### src/rtl/space_wire_stat_reader.sv
// space_wire_stat_reader: snapshots all SpaceWire statistics counters atomically.
// It streams them out as a byte packet and issues the counter clear pulse.
// Packet: header (dump sequence number), then each counter MSB byte first.
// Optional build macro SPACE_WIRE_STAT_RD_CLEAR_ON_READ_EN: every completed
// dump is followed by a clear pulse (read-and-clear).
module space_wire_stat_reader #(
  parameter int NUM_CNT       = 8,
  parameter int CNT_W         = 32,
  parameter int CLR_PULSE_LEN = 4
) (
  input  logic                     i_clk,
  input  logic                     i_reset_n,
  input  logic [NUM_CNT*CNT_W-1:0] i_stat_bus,
  input  logic                     i_dump_start,
  input  logic                     i_clear_req,
  output logic [7:0]               o_tx_data,
  output logic                     o_tx_valid,
  input  logic                     i_tx_ready,
  output logic                     o_tx_last,
  output logic                     o_stat_clear,
  output logic                     o_busy,
  output logic [7:0]               o_dump_seq
);

  localparam int BPC   = CNT_W / 8;
  localparam int PKT   = 1 + NUM_CNT * BPC;
  localparam int PKT_W = 8 * PKT;
  localparam int IDX_W = $clog2(PKT + 1);
  localparam logic [IDX_W-1:0] LAST_IDX = IDX_W'(PKT - 1);
  localparam logic [7:0]       CLR_LAST = 8'(CLR_PULSE_LEN - 1);

`ifdef SPACE_WIRE_STAT_RD_CLEAR_ON_READ_EN
  localparam bit CLR_ON_READ = 1'b1;
`else
  localparam bit CLR_ON_READ = 1'b0;
`endif

  typedef enum logic [1:0] {IDLE, SEND, CLEAR} state_t;

  state_t           state_reg, state_next;
  // Shadow of the whole packet in wire order; the top byte is always the one on o_tx_data.
  logic [PKT_W-1:0] shift_reg, shift_next;
  logic [IDX_W-1:0] idx_reg, idx_next;
  logic [7:0]       seq_reg, seq_next;
  logic [7:0]       clr_cnt_reg, clr_cnt_next;
  logic             pend_reg, pend_next;
  logic [PKT_W-9:0] load_vec;

  // Reorder the live bus into wire order: counter 0 first, MSB byte first.
  genvar gi, gj;
  generate
    for (gi = 0; gi < NUM_CNT; gi++) begin : g_cnt
      for (gj = 0; gj < BPC; gj++) begin : g_byte
        assign load_vec[PKT_W-9-8*(gi*BPC+gj) -: 8] = i_stat_bus[gi*CNT_W+CNT_W-1-8*gj -: 8];
      end
    end
  endgenerate

  // State and datapath registers; reset aborts any dump or clear in progress.
  always_ff @(posedge i_clk or negedge i_reset_n) begin
    if (!i_reset_n) begin
      state_reg   <= IDLE;
      shift_reg   <= '0;
      idx_reg     <= '0;
      seq_reg     <= '0;
      clr_cnt_reg <= '0;
      pend_reg    <= 1'b0;
    end else begin
      state_reg   <= state_next;
      shift_reg   <= shift_next;
      idx_reg     <= idx_next;
      seq_reg     <= seq_next;
      clr_cnt_reg <= clr_cnt_next;
      pend_reg    <= pend_next;
    end
  end

  // Next-state logic: a pending clear beats a dump request in IDLE; dump requests elsewhere are dropped.
  always_comb begin
    state_next   = state_reg;
    shift_next   = shift_reg;
    idx_next     = idx_reg;
    seq_next     = seq_reg;
    clr_cnt_next = clr_cnt_reg;
    pend_next    = pend_reg;
    case (state_reg)
      IDLE: begin
        if (pend_reg) begin
          state_next   = CLEAR;
          clr_cnt_next = '0;
        end else if (i_dump_start) begin
          state_next = SEND;
          shift_next = {seq_reg, load_vec};
          idx_next   = '0;
        end
      end
      SEND: begin
        if (i_tx_ready) begin
          shift_next = shift_reg << 8;
          if (idx_reg == LAST_IDX) begin
            seq_next     = seq_reg + 8'd1;
            idx_next     = '0;
            clr_cnt_next = '0;
            state_next   = (pend_reg || CLR_ON_READ) ? CLEAR : IDLE;
          end else begin
            idx_next = idx_reg + IDX_W'(1);
          end
        end
      end
      CLEAR: begin
        if (clr_cnt_reg == CLR_LAST) begin
          state_next = IDLE;
        end else begin
          clr_cnt_next = clr_cnt_reg + 8'd1;
        end
      end
      default: state_next = IDLE;
    endcase
    // Entering CLEAR consumes the request; a new request on the same edge re-arms it.
    if (state_next == CLEAR && state_reg != CLEAR) pend_next = 1'b0;
    if (i_clear_req) pend_next = 1'b1;
  end

  assign o_tx_valid   = (state_reg == SEND);
  assign o_tx_data    = shift_reg[PKT_W-1 -: 8];
  assign o_tx_last    = (state_reg == SEND) && (idx_reg == LAST_IDX);
  assign o_stat_clear = (state_reg == CLEAR);
  assign o_busy       = (state_reg != IDLE);
  assign o_dump_seq   = seq_reg;

endmodule

### config.mk
export PLATFORM = sky130hd
export DESIGN_NAME = space_wire_stat_reader
export DESIGN_NICKNAME = d
export VERILOG_FILES = /design/src/rtl/space_wire_stat_reader.sv
export SDC_FILE = /design/constraint.sdc
export NUM_CORES = 1
export LEC_CHECK = 0
export ABC_AREA = 0
export CORE_MARGIN = 3
export CORE_UTILIZATION = 65
export CTS_BUF_LIST = sky130_fd_sc_hd__clkbuf_8
export CTS_CLUSTER_DIAMETER = 80
export DETAILED_ROUTE_END_ITERATION = 10
export DONT_BUFFER_PORTS = 1
export GPL_TIMING_DRIVEN = 0
export PLACE_DENSITY = 0.81
export SKIP_LAST_GASP = 1
export SLEW_MARGIN = 5
export SYNTH_ARGS = -nofsm -noshare
export SYNTH_HDL_FRONTEND = slang
export SYNTH_SLANG_ARGS = --single-unit
### constraint.sdc
create_clock -name i_clk -period 2.5 [get_ports i_clk]
set_clock_uncertainty 0.1 [all_clocks]
set_input_delay 0.25 -clock i_clk [delete_from_list [all_inputs] [get_ports i_clk]]
set_output_delay 0.25 -clock i_clk [all_outputs]
set_load 0.01 [all_outputs]
Word-level counts from Yosys, hierarchy flattened
Cells that the tools add are included.

storage, ports and cells
  logic and storage cells = 54
  input port bits = 261
  bits in registers = 289
  output and inout bits = 20

cells by class
  eq/ne operators = 12
  reduce and logical (&&, ||, !) cells = 10
  $add $sub $neg = 3
  multiplexer cells = 23

operators with widths
  operator             count
  $mux 264             3
  $pmux 264 s2         1
  $mux 8               4
  $mux 6               4
  $pmux 8 s3           1
  $add 8x1->8 const B  2
  $mux 2               6
  $pmux 6 s2           1
  $ne 2x2->1 const B   5
  $eq 8x2->1 const B   1
  $add 6x1->6 const B  1
  $eq 6x6->1 const B   1
  $pmux 2 s3           1
  $reduce_bool 2->1    3
  $reduce_and 5->1     1
  $eq 2x2->1 const B   2
  $ne 2x1->1 const B   2
  $reduce_and 4->1     1
  $reduce_and 3->1     1
  $reduce_bool 3->1    1
  $eq 2x1->1 const B   1
  $logic_and 1x1->1    2
  $logic_not 2->1      1
  $mux 1               2

Longest topological paths before layout
Gate-level depths: netlist (run 1).

  depth in word-level cells = 8
  gate-level depth with buffers = 8
  mapped depth without buffers = 6

Worst setup path before layout (run 1)
Ideal clock, no wire load.

  kind = flip-flop to flip-flop
  from = register idx_reg[0]
  to = register clr_cnt_reg[5]
  cell stages (with the launch flop) = 7
  setup time = 78 ps
  slack = 716 ps
  required time = 2322 ps
  arrival time = 1607 ps
  buffers on the path = 0
  period minus slack after synthesis = 1784 ps
  cell sequence = dfrtp_1 -> inv_1 -> ha_1 -> and4bb_2 -> a21boi_1 -> or4_1 -> a21oi_1

on the way
  cells in the longest elaborated chain, start to end = 3

RTL lines
  element                            RTL line  RTL
  start, declared                    43        logic [IDX_W-1:0] idx_reg, idx_next;
  start signal, assigned             71        idx_reg <= idx_next;
  $eq 6x6->1                         100       if (idx_reg == LAST_IDX) begin
  $ne 2x1->1 (no source line)        -
  $reduce_and 5->1 (no source line)  -
  end signal, assigned               73        clr_cnt_reg <= clr_cnt_next;
  end, declared                      45        logic [7:0] clr_cnt_reg, clr_cnt_next;

No other way between the ends.
A chain may end at the register's enable or synchronous reset.

Worst setup path in the final report (run 1)
  from = register state_reg[1]
  to = register state_reg[0]

on the way
  cells in the longest elaborated chain, start to end = 2
  elaborated cells between the ends (all ways) = 4
  those cells by class = 2 x eq/ne; 1 x mux; 1 x reduce/logical

RTL lines
  element                             RTL line  RTL
  start, declared                     40        state_t state_reg, state_next;
  start signal, assigned              69        state_reg <= state_next;
  $eq 2x2->1 (tied with other cells)  86        case (state_reg)
  $pmux 2 s3 *                        86
  net state_next[0]                   40

Mark *: on every way through the listed nets, which the timed path passes. The rest lies on a longest branch.

==> results of run 1 <==
power breakdown:
group | internal [W] | switching [W]
Sequential | 0.00688 | 0.00159
Clock | 0.00210 | 0.00193
Combinational | 0.00230 | 0.00296
stage by stage:
step / utilization / power (W) / TNS [ns] / cell area, um2 / hold WS, ns
final: 0.8669 / 0.01777 / 0 / 17150 / -0.7131
after global routing: 0.8664 / 0.01862 / -0.05962 / 17140 / -0.7419
after CTS: 0.8654 / 0.01695 / 0 / 17120 / -0.7264
after detailed placement: 0.6891 / 0.01270 / 0 / 13630 / -0.1378
after global placement: 0.6891 / 0.01243 / 0 / 13630 / -0.1381
after floorplan: - / 0.01146 / 0 / 13300 / -0.1456
synth_stat cells (all sizes together) (3+ instances only):
cell,count,area share
xnor2,4,0.0026
inv,5,0.0014
nor3,6,0.0023
buf,79,0.045
or4,3,0.0017
a22o,12,0.0079
ha,4,0.0038
xor2,3,0.0020
a31oi,258,0.12
nand4,3,0.0014
o21ai,7,0.0026
and3,3,0.0014
nand2b,3,0.0014
nand3,8,0.0030
nand2,526,0.15
clkbuf,49,0.014
nor2,263,0.074
a21o,3,0.0017
dfrtp,289,0.54
a21oi,9,0.0037
o31ai,3,0.0017
area by class of cell:
class	instances	area (um2)
Antenna cell	8	20.02
Clock buffer	59	812.0
Timing Repair Buffer	259	2592
Clock inverter	21	83.83
Tap cell	265	331.6
Inverter	5	18.77
Sequential cell	289	7232
Buffer	128	789.5
Fill cell	905	2633
Multi-Input combinational cell	1141	5269
layer usage:
| layer | track usage | vias to the layer above |
|---|---|---|
| met1 | 0.4980 | 6557 |
| met2 | 0.6956 | 1130 |
| met5 | 0 | - |
| met4 | 0.2476 | 0 |
| li1 | - | 5869 |
| met3 | 0.1279 | 343 |
worst max-delay path, delay by kind of cell, from the launching register on:
kind / cells / cell delay (ns)
flops: 1 / 0.37
buf+inv: 3 / 0.93
compound gates: 1 / 0.16
simple gates: 2 / 0.79
path summary, 6_finish.rpt:
kind | start | end | depth (start not counted)
worst max-delay path | state_reg[1] | state_reg[0] | 6
worst min-delay path | i_reset_n | shift_reg[173] | 0
worst max register to register | state_reg[1] | state_reg[0] | 6
worst min register to register | shift_reg[2] | shift_reg[2] | 1
max in group asynchronous | i_reset_n | shift_reg[77] | 0
min in group i_clk | i_tx_ready | idx_reg[0] | 3
kinds of logic after synthesis:
kind of cell             Yosys count
AO/OA/AOI/OAI                    298
XOR/XNOR                           7
buffers and inverters            133
AND/OR/NAND/NOR                  830
multiplexers                       2
flip-flops                       289
adder cells (fa/ha/maj)            4
timing repair:
| action | CTS | global route |
|---|---|---|
| endpoints found under the setup margin | 0 | 6 |
| resized for setup | 0 | 6 |
| endpoints found under the hold margin | 548 | 289 |
==> impl_metrics.toml, run 1 <==
[status]
status = "finished, violations left"
violations = "hold timing"

[place]
gp_routability_congestion = 0.8687
portBuffers = 0
hpwl_mm = 24.84
post-place-ws_ns = 0.2756
dp_cells = 1828

[timing]
fin_crit_ns = 2.401
timing.fmax_ghz = 0.4164
fin_ws_ns = 0.09861
rsz0062_at_grt = "true"
period_share = 0.9606
max_slew_margin = 0.5135
worst_slew_pin_slew_ns = 0.7297
slew_viol_final = 0
hold_viol = 289
setup_viol = 0
holdWs_ns = -0.7131

[synth]
synth-seq-cells = 289
ys_seq_area_frac = 0.5438
synthAdderAreaFrac = 0.003763
synth_flop_cell = "dfrtp_1"
synthMuxAreaShare = 0.001693
synth_compound_area_frac = 0.1425
yosys.area_share.simple = 0.2431
synth.avg_cell_area_um2 = 8.509
synth_warnings = 0
netlist_area_um2 = 13300
syn_inst = 1563
ys_async_sr_fraction = 1.000
netlist-cell-type-count = 44
synth_top_family_by_area = "simple AND/OR/NAND/NOR gates"
synthXorXnorAreaFrac = 0.004610
synth_edf_count = 0
syn_nets = 1828

[clocking]
cts-root-buf = "clkbuf_8"
clkLatencyLatePin_ns = 0.56
clk_pin_slew_ns = 0.06
holdBufCountCts = 259
cts_buffers = 46
cts_tree = "yes"
clock_sinks = 289
cts_max_level = 2
cts_buffer_depth = 3
cts_setup_buffers = 0

[floorplan]
die_h_um = 149.0
io_pins = 281
core_area_um2 = 19780
start_util = 0.6723
die_w_um = 149.0
placementRows = 51
dieArea_um2 = 22210

[power]
p_leak_nw = 7.551
powerDensity_nw_per_um2 = 1036
ir_drop_mv = 0.7942

[layout]
mostFrequentLayoutCell = "nand2_1"
final-instance-count-excl-fill = 2175
final_cell_mix = "nand2_1 (526), dfrtp_1 (289), nor2_1 (263)"
drive_above_1_share = 0.07939
largest_register_ffs = 264
nets = 2135
area_growth_pct = 28.95

[grt]
grt_pass1_vias = 14393
grt_use_total = 0.4245
antenna_found_initial = 6
grt_start_max_net_pins = 290
grt_pass1_wl_mm = 74.06
overflow = 0

[worst_setup_path]
crit_type = "flop to flop"
cp-end-kind = "flop"
start_kind = "flop"
critPathMaxFanout = 10
slowest_delay_ns = 0.55
crit_required_ns = 2.90
cp_slowest_cell = "dlygate4sd3_1"
crit_chain = "buf_4 > or2_2 > clkbuf_1 > nor3b_4 > a21o_1 > dlygate4sd3_1"
r2r_setup_slack_ns = 0.1
cp.arrival_ns = 2.80

[min_path]
worstHoldPathType = "primary input to async pin"

[drt]
dr_wl_met3_mm = 5.073
wl_per_cell_um = 21.63
wl_mm = 47.05
dr.max_layer_used = "met4"
wl_met1_mm = 16.26
wl_met2_mm = 22.41
drc = 0
via_per_inst = 6.390
vias = 13899
ant_nets = 0
first_pass_iters = 9
drtIter0Drc = 1563

[job]
drv_cap = 0
No activity file was read; power rests on OpenSTA's default activity.
==> run 2, diff against run 1 <==
Settings changed: SKIP_LAST_GASP 1 to unset.
==> run 2 against run 1 <==
  * The flow still finishes with violations (hold timing)
  * Clock power hardly changed
  * Setup slack gained 0.0093 ns
  * Design area is essentially flat
  * Global-route usage unchanged
  * Sequential power hardly changed
  * Total power grew 0.10%
  * Clock-buffer cell count unchanged
  * Register-to-register slack is essentially flat
  * Via count up 0.29%
  * Critical path type unchanged
  * Largest cell class unchanged
==> impl_metrics.toml, run 2 (same netlist as run 1, synthesis figures left out) <==
[drt]
vias = 13940
wl_mm = 47.08
via_per_inst = 6.406
drtIter0Drc = 1545
drc = 0
first_pass_iters = 8
wl_per_cell_um = 21.64
ant_nets = 0

[timing]
fin_crit_ns = 2.392
worst_slew_pin_slew_ns = 0.6147
setup_viol = 0
max_slew_margin = 0.5902
period_share = 0.9568
hold_viol = 289
holdWs_ns = -0.7175
slew_viol_final = 0
timing.fmax_ghz = 0.4181
tns_ns = 0
rsz0062_at_grt = "false"

[grt]
grt_use_total = 0.4245
antenna_found_initial = 6
use_met3 = 0.1279
grt_pass1_vias = 14393
use_met1 = 0.4980
use_met2 = 0.6956
grt_pass1_wl_mm = 74.06
overflow = 0
grt_start_max_net_pins = 290
grt-busiest-layer = "met2"

[power]
p_int_w = 0.01129
ir_drop_mv = 0.8077
seqPwrFrac = 0.476
p_sw_frac = 0.3655
pwr-share-comb = 0.296
powerDensity_nw_per_um2 = 1037
p_leak_nw = 7.552
p_switching_w = 0.006502
clockPowerShare = 0.228

[clocking]
cts-root-buf = "clkbuf_8"
cts_setup_buffers = 0
clk_pin_slew_ns = 0.06
holdBufCountCts = 259
cts_buffer_depth = 3
cts_max_level = 2
cts_buffers = 46
cts_tree = "yes"
clkLatencyLatePin_ns = 0.57
clock_sinks = 289

[worst_setup_path]
crit_family = "simple AND/OR/NAND/NOR gates"
r2r_end = "state_reg[0]"
critical_path_buf_inv_count = 2
slowest_delay_ns = 0.55
r2r_setup_slack_ns = 0.11
crit_chain = "inv_1 > ha_1 > nand4bb_1 > or3b_2 > a21o_1 > dlygate4sd3_1"
crit_type = "flop to flop"
cp_slowest_cell = "dlygate4sd3_1"
r2r-start = "idx_reg[0]"
crit_required_ns = 2.85
cp-end-kind = "flop"
critPathMaxFanout = 4
start_kind = "flop"
cp.arrival_ns = 2.74
reg2reg_depth = 6

[job]
drv_cap = 0

[place]
gp_routability_congestion = 0.8687
place_area_um2 = 13630
portBuffers = 0
hpwl_mm = 24.84

[layout]
largest_register_ffs = 264
nets = 2135
drive_above_1_share = 0.07992
nFillCells = 902
final_cell_mix = "nand2_1 (526), dfrtp_1 (289), nor2_1 (263)"
area_growth_pct = 29.01
final_cell_area_um2 = 17160
mostFrequentLayoutCell = "nand2_1"

[floorplan]
core_area_um2 = 19780
die_h_um = 149.0
die_w_um = 149.0
dieArea_um2 = 22210
start_util = 0.6723
placementRows = 51
io_pins = 281

[status]
violations = "hold timing"
status = "finished, violations left"

[min_path]
worstHoldPathType = "primary input to async pin"
## run 2: cell types whose count changed in the layout (fill, tap and decap cells not counted), sizes merged
cell / before / now
diode: 8 / 9
## run 2: worst max-delay path by stage
stage                       startpoint        endpoint  slack, ns  depth (start not counted)
after global placement    state_reg[1]  shift_reg[216]       0.30                          7
after global routing      state_reg[1]       o_tx_last      0.002                          5
after CTS                 state_reg[1]    state_reg[0]       0.05                          6
after floorplan             idx_reg[0]  clr_cnt_reg[5]       0.72                          6
after detailed placement  state_reg[1]  shift_reg[222]       0.28                          7
final                       idx_reg[0]    state_reg[0]       0.11                          6
## run 2: layout make-up
| class | instances | area, um2 | area share |
|---|---|---|---|
| repair buffers | 259 | 2592 | 0.1511 |
| multi-input cells | 1141 | 5275 | 0.3074 |
| flip-flops and latches | 289 | 7232 | 0.4215 |
| clock buffers | 59 | 812.0 | 0.04733 |
| plain buffers | 128 | 789.5 | 0.04601 |
| well taps | 265 | 331.6 | 0.01932 |
| diodes | 9 | 22.52 | 0.001313 |
| inverters | 5 | 18.77 | 0.001094 |
| clock inverters | 21 | 83.83 | 0.004886 |
## run 2: metrics by stage
stage                     hold WS [ns]  setup slack [ns]  utilization  total power, W  cells
after global routing           -0.7419          0.002278       0.8667         0.01863   2171
after floorplan                -0.1456            0.7158            -         0.01146   1563
after CTS                      -0.7264           0.04912       0.8654         0.01695   2167
final                          -0.7175            0.1079       0.8674         0.01779   2176
after detailed placement       -0.1378            0.2756       0.6891         0.01270   1828
after global placement         -0.1381            0.3020       0.6891         0.01243   1828
## run 2: worst register-to-register path: stages (launching register included)
cell           delay [ns]
dfrtp_1              0.41
inv_1                0.09
ha_1                 0.17
nand4bb_1            0.22
or3b_2               0.53
a21o_1               0.20
dlygate4sd3_1        0.55
## run 2: layer usage
layer,vias up,part of all wire
li1,5875,-
met3,357,0.10
met1,6569,0.35
met2,1139,0.48
met5,-,0
met4,0,0.072
## run 2: timing repair
item	in CTS	in global routing
resized for setup	0	7
hold endpoints to repair	548	289
endpoints found under the setup margin	0	6
## run 2: power by group through the flow
stage | Clock (W) | Combinational [W] | Sequential, W
3_5_place_dp | 0 | 0.00444 | 0.00826
5_1_grt | 0.00424 | 0.00581 | 0.00858
6_report | 0.00405 | 0.00527 | 0.00847
3_3_place_gp | 0 | 0.00422 | 0.00821
2_1_floorplan | 0 | 0.00365 | 0.00781
4_1_cts | 0.00395 | 0.00479 | 0.00821
==> run 3, diff against run 2 <==
Settings changed: CAP_MARGIN set to 15.
==> results of run 3 <==
No change in the layout: final DEF, timing and power equal those of run 2.
